[config.mk]
export PLATFORM = sky130hd
export DESIGN_NAME = f7_scan_ctrl
export DESIGN_NICKNAME = d
export VERILOG_FILES = /design/src/rtl/f7_scan_ctrl.sv
export SDC_FILE = /design/constraint.sdc
export NUM_CORES = 1
export LEC_CHECK = 0
export CAP_MARGIN = 10
export CORE_MARGIN = 3
export CORE_UTILIZATION = 35
export CTS_CLUSTER_DIAMETER = 200
export CTS_CLUSTER_SIZE = 10
export DETAILED_ROUTE_END_ITERATION = 8
export PLACE_DENSITY = 0.63
export SYNTH_ARGS = -nofsm -noshare
export SYNTH_HDL_FRONTEND = slang
export SYNTH_SLANG_ARGS = --single-unit
[constraint.sdc]
create_clock -name clk -period 2 [get_ports clk]
set_input_delay 0.4 -clock clk [delete_from_list [all_inputs] [get_ports clk]]
set_output_delay 0.4 -clock clk [all_outputs]
set_load 0.01 [all_outputs]
[src/rtl/f7_scan_ctrl.sv]
// f7_scan_ctrl: walks a small combinational unit through all 2**N_IN input
// vectors and captures its 1-bit response per vector into a truth table.
// One start pulse in IDLE launches a full scan; busy is high while scanning
// and done pulses for one cycle when the table is complete.
//
// Ports:
//   clk, rst_n  clock and synchronous active-low reset
//   start       scan request, honoured only in IDLE
//   res_i       unit response, sampled once per vector
//   vec_o       vector presented to the unit (holds last vector after a scan)
//   busy        scan in progress
//   done        one-cycle completion pulse
//   table_o     bit i = response captured for vector i
// Optional feature (macro SCAN_CHECK_EN):
//   exp_i       expected table, captured at accepted start
//   mismatch    table_o differs from captured expectation (valid from done on)
//   mism_idx    lowest differing index, 0 if none
module f7_scan_ctrl #(
    parameter int unsigned N_IN   = 4,
    parameter int unsigned SETTLE = 1
) (
    input  logic                   clk,
    input  logic                   rst_n,
    input  logic                   start,
    input  logic                   res_i,
    output logic [N_IN-1:0]        vec_o,
    output logic                   busy,
    output logic                   done,
    output logic [(1<<N_IN)-1:0]   table_o
`ifdef SCAN_CHECK_EN
    ,
    input  logic [(1<<N_IN)-1:0]   exp_i,
    output logic                   mismatch,
    output logic [N_IN-1:0]        mism_idx
`endif
);

    localparam int unsigned TW = 1 << N_IN;
    localparam int unsigned CW = ($clog2(SETTLE + 1) > 0) ? $clog2(SETTLE + 1) : 1;

    localparam logic [N_IN-1:0] LAST_IDX = N_IN'(TW - 1);
    localparam logic [CW-1:0]   CNT_LOAD = CW'(SETTLE);

    localparam logic [1:0] S_IDLE = 2'd0;
    localparam logic [1:0] S_RUN  = 2'd1;
    localparam logic [1:0] S_DONE = 2'd2;

    logic [1:0]      state_q, state_d;
    logic [N_IN-1:0] idx_q, idx_d;
    logic [CW-1:0]   cnt_q, cnt_d;
    logic [TW-1:0]   table_q, table_d;
    logic            busy_q, busy_d;
    logic            done_q, done_d;

`ifdef SCAN_CHECK_EN
    logic [TW-1:0]   exp_q, exp_d;
    logic            mismatch_q, mismatch_d;
    logic [N_IN-1:0] mism_idx_q, mism_idx_d;
    logic [N_IN-1:0] first_diff;
`endif

    // Next-state and registered-output logic
    always_comb begin
        state_d = state_q;
        idx_d   = idx_q;
        cnt_d   = cnt_q;
        table_d = table_q;

        case (state_q)
            S_IDLE: begin
                if (start) begin
                    state_d = S_RUN;
                    idx_d   = '0;
                    cnt_d   = CNT_LOAD;
                    table_d = '0;
                end
            end
            S_RUN: begin
                if (cnt_q != '0) begin
                    cnt_d = cnt_q - CW'(1);
                end else begin
                    table_d[idx_q] = res_i;
                    if (idx_q == LAST_IDX) begin
                        // idx stays on the last vector so vec_o holds it
                        state_d = S_DONE;
                    end else begin
                        idx_d = idx_q + N_IN'(1);
                        cnt_d = CNT_LOAD;
                    end
                end
            end
            S_DONE: begin
                state_d = S_IDLE;
            end
            default: begin
                state_d = S_IDLE;
            end
        endcase

        busy_d = (state_d == S_RUN);
        done_d = (state_d == S_DONE);
    end

`ifdef SCAN_CHECK_EN
    // Result check; evaluated on the final table so it is valid with done
    always_comb begin
        exp_d      = exp_q;
        mismatch_d = mismatch_q;
        mism_idx_d = mism_idx_q;
        first_diff = '0;

        for (int i = int'(TW) - 1; i >= 0; i--) begin
            if (table_d[i] != exp_q[i]) begin
                first_diff = N_IN'(i);
            end
        end

        if (state_q == S_IDLE && start) begin
            exp_d      = exp_i;
            mismatch_d = 1'b0;
            mism_idx_d = '0;
        end else if (state_q == S_RUN && state_d == S_DONE) begin
            mismatch_d = (table_d != exp_q);
            mism_idx_d = first_diff;
        end
    end
`endif

    // State registers
    always_ff @(posedge clk) begin
        if (!rst_n) begin
            state_q <= S_IDLE;
            idx_q   <= '0;
            cnt_q   <= '0;
            table_q <= '0;
            busy_q  <= 1'b0;
            done_q  <= 1'b0;
`ifdef SCAN_CHECK_EN
            exp_q      <= '0;
            mismatch_q <= 1'b0;
            mism_idx_q <= '0;
`endif
        end else begin
            state_q <= state_d;
            idx_q   <= idx_d;
            cnt_q   <= cnt_d;
            table_q <= table_d;
            busy_q  <= busy_d;
            done_q  <= done_d;
`ifdef SCAN_CHECK_EN
            exp_q      <= exp_d;
            mismatch_q <= mismatch_d;
            mism_idx_q <= mism_idx_d;
`endif
        end
    end

    assign vec_o   = idx_q;
    assign busy    = busy_q;
    assign done    = done_q;
    assign table_o = table_q;
`ifdef SCAN_CHECK_EN
    assign mismatch = mismatch_q;
    assign mism_idx = mism_idx_q;
`endif

endmodule
==> PnR_summary.wiki <==
{| class="wikitable"
! Metric !! Value
|-
| Maximum Capacitance Violations || 0
|-
| Met1 Track Usage GR || 18.1%
|-
| Int Power || 0.630 mW
|-
| Adder-cell share of the synthesized area || 4.18%
|-
| Fraction of the cycle the final worst path needs || 94.1%
|-
| I/O Buffers || 25
|-
| Net count of the mapped netlist || 154
|-
| Clock Skew || 0.00661 ns
|-
| Number of distinct library cell variants in the gate-level netlist after synthesis || 30
|-
| Net switching component of the power || 0.227 mW
|-
| Transition time at the pin with the least slew margin || 0.708 ns
|-
| Maximum fanout encountered on the critical timing path || 11
|-
| TritonCTS clock tree || built
|-
| Register clock-pin slew on the reported worst setup and hold paths || 0.13 ns
|-
| Min-delay worst type || flop to flop
|-
| Simple logic cell fraction of the synthesized area || 19.2%
|-
| Core utilization of the finished layout || 47.3%
|-
| Remaining global-route overflow || 0
|-
| Area enclosed by the die boundary || 0.00416 mm^2
|-
| Count of endpoints failing setup in the final report || 0
|-
| Min cycle time layout || 1.88 ns
|-
| Average via count per standard cell || 5.44
|-
| Total of warnings raised by yosys || 0
|-
| Synth Cell Area || 0.00120 mm^2
|-
| Buffers from clock root to sink, at most || 2
|-
| Power share of the clock group || 25.7%
|-
| Crit. End Element || primary output
|-
| Final setup margin || 0.119 ns
|-
| Final Max Tran Viols || 0
|-
| Num CTS Buffers || 3
|-
| Share of the synthesized netlist area taken by xor and xnor gates || 0%
|-
| Remaining number of nets flagged by the antenna check after routing || 0
|-
| Chain of cells forming the critical path || clkdlybuf4s50_1
|-
| Maximum vdd drop || 0.429 mV
|-
| Initial antenna violation count || 0
|-
| Effective utilization at floorplan || 38.0%
|-
| Critical path arrival || 1.48 ns
|-
| Max Freq || 0.532 GHz
|-
| Flip-flop cell with the highest count after synthesis || sky130_fd_sc_hd__dfxtp_1
|-
| Net count reported at finish || 174
|-
| Number of buffers inserted to repair setup after CTS || 0
|-
| Worst Path Required || 1.60 ns
|-
| Die Ht || 64.5 um
|-
| Switching portion of total power || 26.5%
|-
| Total leakage power || 0.492 nW
|-
| Clock latency at the later pin of the worst-skew pair || 0.31 ns
|-
| Final instance count without filler cells || 209
|-
| Worst path buffer plus inverter count || 1
|-
| GRT met2 Usage || 22.7%
|-
| Worst setup SP type || flop
|-
| Horizontal die dimension || 64.5 um
|-
| Share of synthesized flip-flops with an asynchronous set or reset || 0%
|-
| HPWL after detailed placement || 1.90 mm
|-
| Final non-filler cell area || 0.00149 mm^2
|-
| Post-route DRC violation count || 0
|-
| Post-synthesis mux area share || 0%
|-
| Core area || 0.00315 mm^2
|-
| Total cell area at the placement stage || 0.00146 mm^2
|-
| H-tree depth || 1
|-
| DRC violation total after the first TritonRoute iteration || 74
|-
| Pin count of the biggest net entering global routing || 24
|-
| Reg power frac || 60.6%
|-
| Most Crowded Layer GR || met2
|-
| Boundary pin count || 26
|-
| Main combinational cell family by area after synthesis || compound AO/OA/AOI/OAI gates
|-
| Sequential element share of the synthesized area || 41.8%
|-
| Clock root buffer || sky130_fd_sc_hd__clkbuf_4
|-
| Cell at the slowest stage of the critical path || sky130_fd_sc_hd__clkdlybuf4s50_1
|-
| Peak per-stage delay on the critical path || 0.61 ns
|-
| Standard-cell row count || 20
|-
| Routed wire length || 2.72 mm
|-
| Number of enable-type register cells in the synthesized netlist || 0
|-
| Outcome || finished clean
|-
| Power density over the cells || 576 mW/mm^2
|-
| Unrepaired setup endpoints after global routing || false
|-
| Detailed Routing Iterations Pass 1 || 4
|-
| Aggregate negative setup slack || 0 ns
|-
| Ant. Diodes || 0
|-
| Final Hold Viols || 0
|-
| Number of standard cells after synthesis || 146
|-
| CP top delay family || buffers and inverters
|-
| Placer congestion estimate || 0.795
|-
| Clock sink count || 25
|-
| Worst slack on hold paths || 0.486 ns
|-
| Overall track demand over capacity in global routing || 13.9%
|-
| Synthesis-stage register bit count || 25
|-
| Relative contribution of combinational cells to total power || 13.7%
|-
| Crit path kind || flop to primary output
|-
| Global-route track usage on met3 || 3.99%
|-
| Wire length of the first global-routing pass || 4.71 mm
|-
| Routed length per placed instance || 13.0 um
|-
| Worst slew margin relative to its limit || 52.7%
|-
| Via count of the first global-routing pass || 1,101
|-
| Placement-stage worst setup slack || 0.114 ns
|-
| Ratio of cells with drive above 1 in the final layout || 7.88%
|-
| Area overhead of the layout relative to synthesis || 24.5%
|-
| Sum of internal, switching and leakage power || 0.858 mW
|-
| Number of placed instances, taps included || 205
|-
| Vias after detailed routing || 1,138
|-
| Compound-gate portion of the synthesized area || 28.0%
|-
| Synthesized area per cell || 8.20 um^2
|}
-- cells by family (layout without fill, tap and decap cells) --
group / Yosys count / count (layout)
adder cells (fa/ha/maj): 4 / 4
AND/OR/NAND/NOR: 40 / 40
buffers and inverters: 17 / 36
AO/OA/AOI/OAI: 60 / 60
flip-flops: 25 / 25
-- layout make-up --
cell class	instances	area, um^2
flip-flops and latches	25	502
fillers	340	1660
repair buffers	29	280
multi-input cells	104	616
well taps	44	55.1
inverters	3	11.3
clock buffers	4	26.3
-- cell usage in the layout, fill, tap and decap left out, types with 2 or more instances in the layout --
cell type / count
sky130_fd_sc_hd__a21oi_1: 31
sky130_fd_sc_hd__dfxtp_1: 24
sky130_fd_sc_hd__a41oi_1: 2
sky130_fd_sc_hd__nand2b_2: 2
sky130_fd_sc_hd__nor2_1: 3
sky130_fd_sc_hd__nand4_1: 3
sky130_fd_sc_hd__nand2b_1: 3
sky130_fd_sc_hd__nor3_1: 3
sky130_fd_sc_hd__o21ai_1: 2
sky130_fd_sc_hd__nor4_1: 2
sky130_fd_sc_hd__buf_4: 4
sky130_fd_sc_hd__clkdlybuf4s50_1: 25
sky130_fd_sc_hd__o21ai_0: 15
sky130_fd_sc_hd__nand3_1: 15
sky130_fd_sc_hd__inv_1: 3
sky130_fd_sc_hd__nor2b_1: 2
sky130_fd_sc_hd__clkbuf_4: 3
sky130_fd_sc_hd__a211oi_1: 3
sky130_fd_sc_hd__a31oi_1: 3
sky130_fd_sc_hd__ha_1: 4
sky130_fd_sc_hd__nand2_1: 3
-- registers in the layout, indices dropped and copies added, names as in the netlist --
register and cells:
cnt_q 1, table_o 16, done 1, busy 1, state_q 2, vec_o 4
-- power groups by stage --
stage          clock [mW]  combinational, mW  sequential [mW]
5_1_grt             0.252              0.131            0.522
6_report            0.220              0.118            0.520
3_3_place_gp            0              0.113            0.531
4_1_cts             0.235              0.117            0.520
2_1_floorplan           0             0.0795            0.530
3_5_place_dp            0              0.117            0.530
-- metal layers --
layer,share of wire [%],up-vias
li1,-,568
met1,47,542
met2,48,26
met3,4.0,2
met4,0.55,0
met5,0,-
-- synth_stat cells (2+ instances only) --
cell | count | share of area [%]
sky130_fd_sc_hd__nor3_1 | 3 | 1.3
sky130_fd_sc_hd__nand2_1 | 3 | 0.94
sky130_fd_sc_hd__a211oi_1 | 3 | 1.9
sky130_fd_sc_hd__nor2b_1 | 2 | 1.0
sky130_fd_sc_hd__o21ai_1 | 2 | 0.84
sky130_fd_sc_hd__buf_2 | 5 | 2.1
sky130_fd_sc_hd__ha_1 | 4 | 4.2
sky130_fd_sc_hd__dfxtp_1 | 25 | 42
sky130_fd_sc_hd__nand2b_1 | 3 | 1.6
sky130_fd_sc_hd__nor4_1 | 2 | 1.0
sky130_fd_sc_hd__nand4_1 | 3 | 1.6
sky130_fd_sc_hd__o21ai_0 | 15 | 6.3
sky130_fd_sc_hd__a31oi_1 | 3 | 1.6
sky130_fd_sc_hd__clkbuf_1 | 7 | 2.2
sky130_fd_sc_hd__a21oi_1 | 31 | 13
sky130_fd_sc_hd__nor2_1 | 3 | 0.94
sky130_fd_sc_hd__a41oi_1 | 2 | 1.5
sky130_fd_sc_hd__inv_1 | 3 | 0.94
sky130_fd_sc_hd__nand2b_2 | 2 | 1.5
sky130_fd_sc_hd__nand3_1 | 15 | 6.3
-- path summary, 6_finish.rpt --
check / slack, ns / startpoint / endpoint / cells after the start
hold reg to reg: 0.49 / table_o[10]$_SDFFE_PN0P_ / table_o[10]$_SDFFE_PN0P_ / 2
setup reg to reg: 0.33 / vec_o[0]$_SDFFE_PN0P_ / vec_o[0]$_SDFFE_PN0P_ / 5
hold / removal: 0.49 / table_o[10]$_SDFFE_PN0P_ / table_o[10]$_SDFFE_PN0P_ / 2
setup / recovery: 0.12 / vec_o[2]$_SDFFE_PN0P_ / vec_o[2] / 1
-- what timing repair did --
item | in CTS | in global routing
hold endpoints to repair | 0 | 0
gates resized for setup | 0 | 1
endpoints found under the setup margin | 0 | 1
hold buffers | 0 | 0
-- worst reg2reg max path: cells and delay by family, from the launching register on --
kind / cells / cell delay [ns]
AOI/OAI and AO/OA: 1 / 0.17
adders and majority gates: 1 / 0.24
DFF: 1 / 0.41
and+or+nand+nor: 3 / 0.78
Power figures use the tool's default switching activity.
